[src/rtl/led_pattern_pkg.sv]
// Shared types and constants for the multi-channel LED pattern generator.
package led_pattern_pkg;

    typedef enum logic [1:0] {
        LED_OFF   = 2'd0,
        LED_ON    = 2'd1,
        LED_BLINK = 2'd2,
        LED_BURST = 2'd3
    } led_mode_t;

    typedef enum logic {
        BS_PULSE = 1'b0,
        BS_GAP   = 1'b1
    } burst_state_t;

    localparam int CH_IDX_W = 4;

endpackage

[src/rtl/led_pattern_blinker_channel.sv]
// One LED channel: half-period counter, mode/settings registers, burst FSM and LED bit.
module led_channel
    import led_pattern_pkg::*;
#(
    parameter int CW           = 26,
    parameter int DEFAULT_HALF = 50_000_000,
    parameter int BW           = 4,
    parameter int GAP_HALVES   = 4
) (
    input  logic            clk,
    input  logic            reset_n,
    input  logic            en,
    input  logic            cfg_load,
    input  led_mode_t       cfg_mode,
    input  logic [CW-1:0]   cfg_half,
    input  logic [BW-1:0]   cfg_burst,
    output logic            led
);

    // GAP_HALVES must be >= 1; the gap counter only needs to reach GAP_HALVES-1.
    localparam int GW = (GAP_HALVES < 2) ? 1 : $clog2(GAP_HALVES);

    led_mode_t    mode_q,  mode_d;
    burst_state_t st_q,    st_d;
    logic [CW-1:0] half_q,  half_d;
    logic [CW-1:0] cnt_q,   cnt_d;
    logic [BW-1:0] burst_q, burst_d;
    logic [BW-1:0] pcnt_q,  pcnt_d;
    logic [GW-1:0] gcnt_q,  gcnt_d;
    logic          led_q,   led_d;
    logic          term;

    assign term = (cnt_q == half_q - CW'(1));
    assign led  = led_q;

    always_comb begin
        mode_d  = mode_q;
        st_d    = st_q;
        half_d  = half_q;
        cnt_d   = cnt_q;
        burst_d = burst_q;
        pcnt_d  = pcnt_q;
        gcnt_d  = gcnt_q;
        led_d   = led_q;
        if (cfg_load) begin
            // A config load restarts the period and wins over a coincident terminal.
            mode_d  = cfg_mode;
            half_d  = (cfg_half == '0) ? CW'(1) : cfg_half;
            burst_d = (cfg_burst == '0) ? BW'(1) : cfg_burst;
            cnt_d   = '0;
            st_d    = BS_PULSE;
            pcnt_d  = '0;
            gcnt_d  = '0;
            led_d   = (cfg_mode == LED_ON);
        end else if (en) begin
            case (mode_q)
                LED_OFF: begin
                    led_d = 1'b0;
                    cnt_d = '0;
                end
                LED_ON: begin
                    led_d = 1'b1;
                    cnt_d = '0;
                end
                default: begin
                    cnt_d = term ? '0 : cnt_q + CW'(1);
                    if (term) begin
                        if (mode_q == LED_BLINK) begin
                            led_d = ~led_q;
                        end else if (st_q == BS_PULSE) begin
                            led_d = ~led_q;
                            // Pulses are counted on the falling toggle.
                            if (led_q) begin
                                if (pcnt_q + BW'(1) == burst_q) begin
                                    pcnt_d = '0;
                                    st_d   = BS_GAP;
                                end else begin
                                    pcnt_d = pcnt_q + BW'(1);
                                end
                            end
                        end else begin
                            led_d = 1'b0;
                            if (gcnt_q == GW'(GAP_HALVES - 1)) begin
                                gcnt_d = '0;
                                st_d   = BS_PULSE;
                                led_d  = 1'b1;
                            end else begin
                                gcnt_d = gcnt_q + GW'(1);
                            end
                        end
                    end
                end
            endcase
        end
    end

    always_ff @(posedge clk) begin
        if (!reset_n) begin
            mode_q  <= LED_BLINK;
            st_q    <= BS_PULSE;
            half_q  <= CW'(DEFAULT_HALF);
            cnt_q   <= '0;
            burst_q <= BW'(1);
            pcnt_q  <= '0;
            gcnt_q  <= '0;
            led_q   <= 1'b0;
        end else begin
            mode_q  <= mode_d;
            st_q    <= st_d;
            half_q  <= half_d;
            cnt_q   <= cnt_d;
            burst_q <= burst_d;
            pcnt_q  <= pcnt_d;
            gcnt_q  <= gcnt_d;
            led_q   <= led_d;
        end
    end

endmodule

[src/rtl/led_pattern_blinker.sv]
// Multi-channel LED pattern generator: config handshake, channel decode and per-channel instances.
module led_pattern_blinker
    import led_pattern_pkg::*;
#(
    parameter int N_CH         = 4,
    parameter int CW           = 26,
    parameter int DEFAULT_HALF = 50_000_000,
    parameter int BW           = 4,
    parameter int GAP_HALVES   = 4
) (
    input  logic                clk,
    input  logic                reset_n,
    input  logic                en,
    input  logic                cfg_valid,
    output logic                cfg_ready,
    input  logic [CH_IDX_W-1:0] cfg_ch,
    input  logic [1:0]          cfg_mode,
    input  logic [CW-1:0]       cfg_half,
    input  logic [BW-1:0]       cfg_burst,
    output logic                cfg_err,
    output logic [N_CH-1:0]     led
);

    logic            accept;
    logic            ch_bad;
    logic [N_CH-1:0] cfg_load;

    assign accept = cfg_valid && cfg_ready;
    assign ch_bad = {{(32-CH_IDX_W){1'b0}}, cfg_ch} >= 32'(N_CH);

    // cfg_ready only drops during reset; there is no other backpressure.
    always_ff @(posedge clk) begin
        if (!reset_n) begin
            cfg_ready <= 1'b0;
            cfg_err   <= 1'b0;
        end else begin
            cfg_ready <= 1'b1;
            cfg_err   <= accept && ch_bad;
        end
    end

    generate
        for (genvar g = 0; g < N_CH; g++) begin : g_ch
            assign cfg_load[g] = accept && (cfg_ch == CH_IDX_W'(g));

            led_channel #(
                .CW           (CW),
                .DEFAULT_HALF (DEFAULT_HALF),
                .BW           (BW),
                .GAP_HALVES   (GAP_HALVES)
            ) u_ch (
                .clk       (clk),
                .reset_n   (reset_n),
                .en        (en),
                .cfg_load  (cfg_load[g]),
                .cfg_mode  (led_mode_t'(cfg_mode)),
                .cfg_half  (cfg_half),
                .cfg_burst (cfg_burst),
                .led       (led[g])
            );
        end
    endgenerate

endmodule
[config.mk]
export PLATFORM = sky130hd
export DESIGN_NAME = led_pattern_blinker
export DESIGN_NICKNAME = d
export VERILOG_FILES = /design/src/rtl/led_pattern_pkg.sv /design/src/rtl/led_pattern_blinker_channel.sv /design/src/rtl/led_pattern_blinker.sv
export SDC_FILE = /design/constraint.sdc
export NUM_CORES = 1
export LEC_CHECK = 0
export BUFFER_PORTS_ARGS = -buffer_cell sky130_fd_sc_hd__buf_4
export CAP_MARGIN = 20
export CELL_PAD_IN_SITES_DETAIL_PLACEMENT = 1
export CELL_PAD_IN_SITES_GLOBAL_PLACEMENT = 2
export CORE_ASPECT_RATIO = 1.4
export CORE_MARGIN = 1
export CORE_UTILIZATION = 30
export CTS_CLUSTER_DIAMETER = 150
export CTS_CLUSTER_SIZE = 28
export DETAILED_ROUTE_END_ITERATION = 12
export PLACE_DENSITY_LB_ADDON = 0.1
export RECOVER_POWER = 50
export SLEW_MARGIN = 20
export SYNTH_ARGS = -nofsm -noshare
export SYNTH_HDL_FRONTEND = slang
export SYNTH_SLANG_ARGS = --single-unit
export TNS_END_PERCENT = 5
[constraint.sdc]
create_clock -name clk -period 4.9 [get_ports clk]
set_clock_uncertainty 0.05 [all_clocks]
set_input_delay 0.245 -clock clk [delete_from_list [all_inputs] [get_ports clk]]
set_output_delay 0.245 -clock clk [all_outputs]
set_load 0.05 [all_outputs]
=== After elaboration in Yosys (flattened, before gate mapping) ===
Index checks and enable logic that the tools add are counted.

* Reductions and logical operators: 45
* Bitwise logic cells: 17
* Divide/modulo/power cells: 0
* Add/sub/neg operators: 16
* Shifts and indexed selects: 0
* Mux-type cells: 63
* $lt $le $gt $ge: 1
* Eq/ne operators: 24
* Multiply operators: 0

{| class="wikitable"
|+ Operators with widths
! kind !! count
|-
| 26-bit two-way mux || 9
|-
| 26-bit by 1-bit adder with 26-bit output (second input constant) || 4
|-
| 26-bit equality test || 4
|-
| 26-bit by 1-bit subtractor with 26-bit output (second input constant) || 4
|-
| 1-bit two-way mux || 41
|-
| 26-bit logical NOT || 1
|-
| 6-bit AND reduction || 4
|-
| 4-bit two-way mux || 5
|-
| 5-bit AND reduction || 4
|-
| 1-bit NOT || 17
|-
| 4-bit by 1-bit adder with 4-bit output (second input constant) || 4
|-
| 2-bit equality test (second input constant) || 8
|-
| 4-bit equality test || 4
|-
| 4-bit AND reduction || 4
|-
| 4-bit nonzero test || 4
|-
| 2-bit OR reduction || 8
|-
| 2-bit by 1-bit equality test with 1-bit output (second input constant) || 5
|-
| 2-bit by 1-bit adder with 2-bit output (second input constant) || 4
|-
| 4-bit by 2-bit equality test with 1-bit output (second input constant) || 2
|-
| 2-bit logical NOT || 4
|-
| 4-bit logical NOT || 2
|-
| 2-bit two-way mux || 4
|-
| 1-bit case mux with 2 select lines || 4
|-
| 2-bit AND reduction || 4
|-
| 4 further kinds || 12
|}

* Bits in latches: 0
* Memory bits (read-only): 0
* Input bits: 40
* Bits in registers: 266
* Memories kept: 0
* Memory bits (writable): 0
* Logic and storage cells: 200

=== Depth between registers and ports, before layout ===
* Depth after elaboration: 8
* Depth in mapped cells: 15

=== Cells and area by module ===
From an unflattened synthesis, not the netlist that was laid out.

* Cells, all modules: 2005
* Area total of the unflattened synthesis: 16538.4 um2

{| class="wikitable"
|+ Modules (own cells, without submodules)
! module !! area each (um2) !! cells each !! seq. area each (um2) !! times used
|-
| led_channel at g_ch[1].u_ch ... || 4057.6 || 496 || 1321.3 || 2
|-
| led_channel at g_ch[0].u_ch || 4245.3 || 516 || 1321.3 || 1
|-
| led_channel at g_ch[3].u_ch || 4061.4 || 488 || 1321.3 || 1
|-
| led_pattern_blinker || 116.4 || 9 || 40.0 || 1
|}

=== Worst setup path after synthesis ===
OpenSTA, ideal clock, no wires.

* Path type: register -> register
* Start: register g_ch[2].u_ch.half_q[0]
* End: register g_ch[2].u_ch.pcnt_q[2]
* Data arrival time: 3815 ps
* Setup time: 71 ps
* Clock period less this slack: 3936 ps
* Stages on the path, launching flop included: 14
* Path slack: 964 ps
* Cell sequence: dfxtp_1 -> inv_1 -> ha_1 -> buf_4 -> or4b_1 -> clkbuf_1 -> or4_4 -> or4b_1 -> a22oi_1 -> o2111ai_2 -> nor4_4 -> nand3b_4 -> or4b_1 -> a21oi_1

* Longest elaborated chain between the ends: 3

{| class="wikitable"
|+ RTL lines
! item !! line !! source
|-
| start, declared || led_pattern_blinker_channel.sv:25 || <nowiki>logic [CW-1:0] half_q, half_d;</nowiki>
|-
| start signal, assigned || led_pattern_blinker_channel.sv:101 || <nowiki>half_q <= CW'(DEFAULT_HALF);</nowiki>
|-
| start signal, assigned || led_pattern_blinker_channel.sv:110 || <nowiki>half_q <= half_d;</nowiki>
|-
| 26-bit by 1-bit subtractor with 26-bit output || led_pattern_blinker_channel.sv:33 || <nowiki>assign term = (cnt_q == half_q - CW'(1));</nowiki>
|-
| 26-bit equality test || led_pattern_blinker_channel.sv:33 ||
|-
| 6-bit AND reduction (no source line) || - ||
|-
| end signal, assigned || led_pattern_blinker_channel.sv:113 || <nowiki>pcnt_q <= pcnt_d;</nowiki>
|-
| end, declared || led_pattern_blinker_channel.sv:28 || <nowiki>logic [BW-1:0] pcnt_q, pcnt_d;</nowiki>
|}

Every way passes these cells.
A chain may end at the register's enable or synchronous reset.

=== Worst setup path after layout ===
Same ends and word-level chain as after synthesis.

==> metrics.txt <==
routability cong. 0.795; first-pass GRT wire length 86100 um; Post-synth EDFFs 0; CP Buf/Inv Count 1; CP max stage cell or4b_1; # DRC 0; Async SR Flop Fraction 0%; Mapped Nets 2077; drt total wl 54500 um; initial antenna violation count 1; GRT Total Usage 20.5%; Fin. Hold Viols 0; CP dominant cell by count or4b_1; Rows 98; Critical Path, Cell by Cell inv_1 > ha_1 > or4b_1 > or4_4 > or4b_1 > a22oi_1 > o2111ai_2 > nor4_4 > nand3b_4 > or4b_1 > a21oi_1; pin count of the biggest net entering global routing 52; Num CTS Buffers 13; Yosys top cell area share 34.1%; vias in the first global route 14900; number of stages on the worst setup path 11; Placed Area 0.0164 sq mm; peak supply drop 211 uV; die height 272 um; total negative slack 0 ns; post-DR vias/cell 5.46; Worst EP arrival 4.79 ns; Slew @ Worst Pin 2.07 ns; DR top layer met4; P per Cell Area 224 mW/mm^2; Die Wd 195 um; total clock sinks 266; die area 0.0530 sq mm; Max Cap Violations 7; cell accounting for the most synthesized area dfxtp_1; Root Driver clkbuf_16; Layout area overhead 8.88%; I/O Pins 46; largest fanout on the critical path 8; clk_lat worst skew 0.52 ns; GRT overflow 0; met2 wire len 28600 um; clk slew on worst S/H paths 0.12 ns; setup violators final 0; Longest Clk Path Bufs 3; fmax 227 MHz; routed vias 14500; Seq cells post-synth 266; layout cells sized above 1 4.74%; CP required 5.29 ns; Worst Hold Class primary input to flip-flop; H-tree Lvls 1; M1 WL 24100 um; Final Critical Period 4.40 ns; RSZ-0062 raised after global routing no; # diodes 0; Hold Path End g_ch[2].u_ch.half_q[2]$_SDFFE_PN0P_; Iter 0 DRT Violations 521; met3 routed WL 1070 um; critical path class flip-flop to flip-flop; Starting Density 30.5%; Initial DRT Pass Iterations 5; reg2reg start g_ch[2].u_ch.half_q[0]$_SDFFE_PN0P_; Setup crit end kind flip-flop; syn avg cell area 7.73 sq um; outcome finished, violations left; crit share post-route 89.9%; Worst path max stage delay 0.67 ns; Synth warnings 0; Slew Limit Fails 250; fillcell total 6262; Power, Total 3810 uW; Gate Count Post-Synth 2021; ANT nets after route 0; startpoint types flip-flop; dominant synthesized flop cell dfxtp_1; Yosys cell types 80; NumNets Final 2063; post-layout util 33.2%; reg2reg path depth 11; flop2flop setup slack 0.50 ns; Finished Cell Area 0.0170 sq mm; worst min-delay path startpoint cfg_half[2]; HPWL after DPL 39900 um; quantity of I/O buffers inserted on ports 45; wire per inst 20.5 um; top post-synthesis cells by area dfxtp_1, nand2_1, xnor2_1; FF-to-FF End g_ch[2].u_ch.pcnt_q[2]$_SDFFE_PP0P_; Slew HR -38.2%; CTS tree yes; LEAKAGE 0.00617 uW; Largest delay share family, worst path simple AND/OR/NAND/NOR gates; post-synthesis sequential area ratio 34.1%; Core ar. 0.0513 sq mm; hold path depth 3; failing checks capacitance limit, slew limit; mapped cell area 0.0156 sq mm
[flip-flops by register name, indices dropped and copies added, names as in the netlist]
name,cells
cfg_err,1
g_ch.u_ch.st_q,4
g_ch.u_ch.half_q,104
cfg_ready,1
g_ch.u_ch.mode_q,8
g_ch.u_ch.burst_q,16
g_ch.u_ch.gcnt_q,8
g_ch.u_ch.pcnt_q,16
g_ch.u_ch.cnt_q,104
g_ch.u_ch.led,4
[layout make-up]
cell class | count | area (sq um) | area share, %
Clock inverter | 1 | 16.3 | 0.0956
Timing Repair Buffer | 94 | 722 | 4.24
Clock buffer | 13 | 325 | 1.91
Multi-Input combinational cell | 1593 | 9670 | 56.8
Tap cell | 650 | 813 | 4.78
Sequential cell | 266 | 5330 | 31.3
Inverter | 39 | 146 | 0.860
[per-layer routing]
metal	track usage (%)	vias up
met5	0	-
met4	4.16	0
met3	1.47	32
met2	39.3	123
met1	24.9	7228
li1	-	7118
[worst max-delay path by stage]
stage | start | endpoint | slack, ns
2_1_floorplan | g_ch[2].u_ch.half_q[0]$_SDFFE_PN0P_ | g_ch[2].u_ch.pcnt_q[2]$_SDFFE_PP0P_ | 0.96
3_3_place_gp | g_ch[1].u_ch.half_q[0]$_SDFFE_PN0P_ | g_ch[1].u_ch.cnt_q[12]$_SDFFE_PP0P_ | 0.55
3_5_place_dp | g_ch[1].u_ch.half_q[0]$_SDFFE_PN0P_ | g_ch[1].u_ch.cnt_q[22]$_SDFFE_PP0P_ | 0.45
4_1_cts | g_ch[1].u_ch.half_q[0]$_SDFFE_PN0P_ | g_ch[1].u_ch.cnt_q[12]$_SDFFE_PP0P_ | 0.41
5_1_grt | g_ch[2].u_ch.half_q[0]$_SDFFE_PN0P_ | g_ch[2].u_ch.cnt_q[6]$_SDFFE_PP0P_ | 0.24
6_report | g_ch[2].u_ch.half_q[0]$_SDFFE_PN0P_ | g_ch[2].u_ch.pcnt_q[2]$_SDFFE_PP0P_ | 0.50
[through the flow]
step                      instances  hold WS [ns]  setup slack, ns
after floorplan                2021         0.223            0.964
after CTS                      2655      0.000507            0.407
after detailed placement       2612         0.419            0.454
after global placement         2612         0.402            0.551
final                          2656        0.0230            0.497
after global routing           2656        0.0172            0.243
[cell usage after synthesis (39+ instances only)]
library cell / n
nand2_1: 378
dfxtp_1: 266
nor2_1: 132
nand3_1: 127
clkbuf_1: 104
xnor2_1: 99
xor2_1: 83
o21ai_0: 77
a21boi_0: 70
a21oi_1: 60
nor4_1: 53
nor3_1: 49
inv_1: 39
[layout by cell type, fill, tap and decap left out, types with 7 or more instances in the layout]
cell type / n
nand2b_1: 15
dfxtp_1: 266
clkbuf_1: 15
a31oi_1: 15
or3_1: 24
nor2_1: 131
nor3_1: 48
nand4_1: 33
and4_1: 9
o211ai_1: 19
buf_4: 50
a211oi_1: 14
nand4b_1: 8
mux2i_1: 33
xor2_1: 83
a21o_1: 29
nand3_1: 127
o311ai_0: 7
and3_1: 37
a21oi_1: 59
nor2b_1: 14
nand3b_1: 10
nand2_1: 378
ha_1: 16
clkbuf_16: 13
a211o_1: 7
inv_1: 39
xnor2_1: 99
a21boi_0: 70
o21ai_0: 77
and2_1: 8
dlygate4sd3_1: 29
nor4_1: 53
nor3b_1: 21
or4_1: 21
[worst min-delay path: cells and delay by family]
family / cells / cell delay (ns)
and+or+nand+nor: 1 / 0.07
AOI/OAI and AO/OA: 1 / 0.06
buffers and inverters: 1 / 0.18
[timing repair]
item                                    in CTS  in global routing
endpoints found under the hold margin       74                  0
endpoints found under the setup margin       0                  1
setup buffers                                0                  0
hold buffers                                29                  0
gates resized for setup                      0                  1
[kinds of logic (layout without fill, tap and decap cells)]
logic type               Yosys count  in the layout  synth area share, %
multiplexers                      36             36                 2.33
XOR/XNOR                         183            183                 10.3
AND/OR/NAND/NOR                  979            979                 31.2
buffers and inverters            162            147                 4.14
flip-flops                       266            266                 34.1
AO/OA/AOI/OAI                    379            379                 16.6
adder cells (fa/ha/maj)           16             16                 1.28
[where the power goes]
group	switching [uW]	leakage (uW)	internal (uW)	total, uW
registers	28.3	0.00215	2180	2210
logic	213	0.00386	107	320
clock network	786	0.000167	495	1280
total	1030	0.00617	2780	3810
No activity file was read; power rests on OpenSTA's default activity.
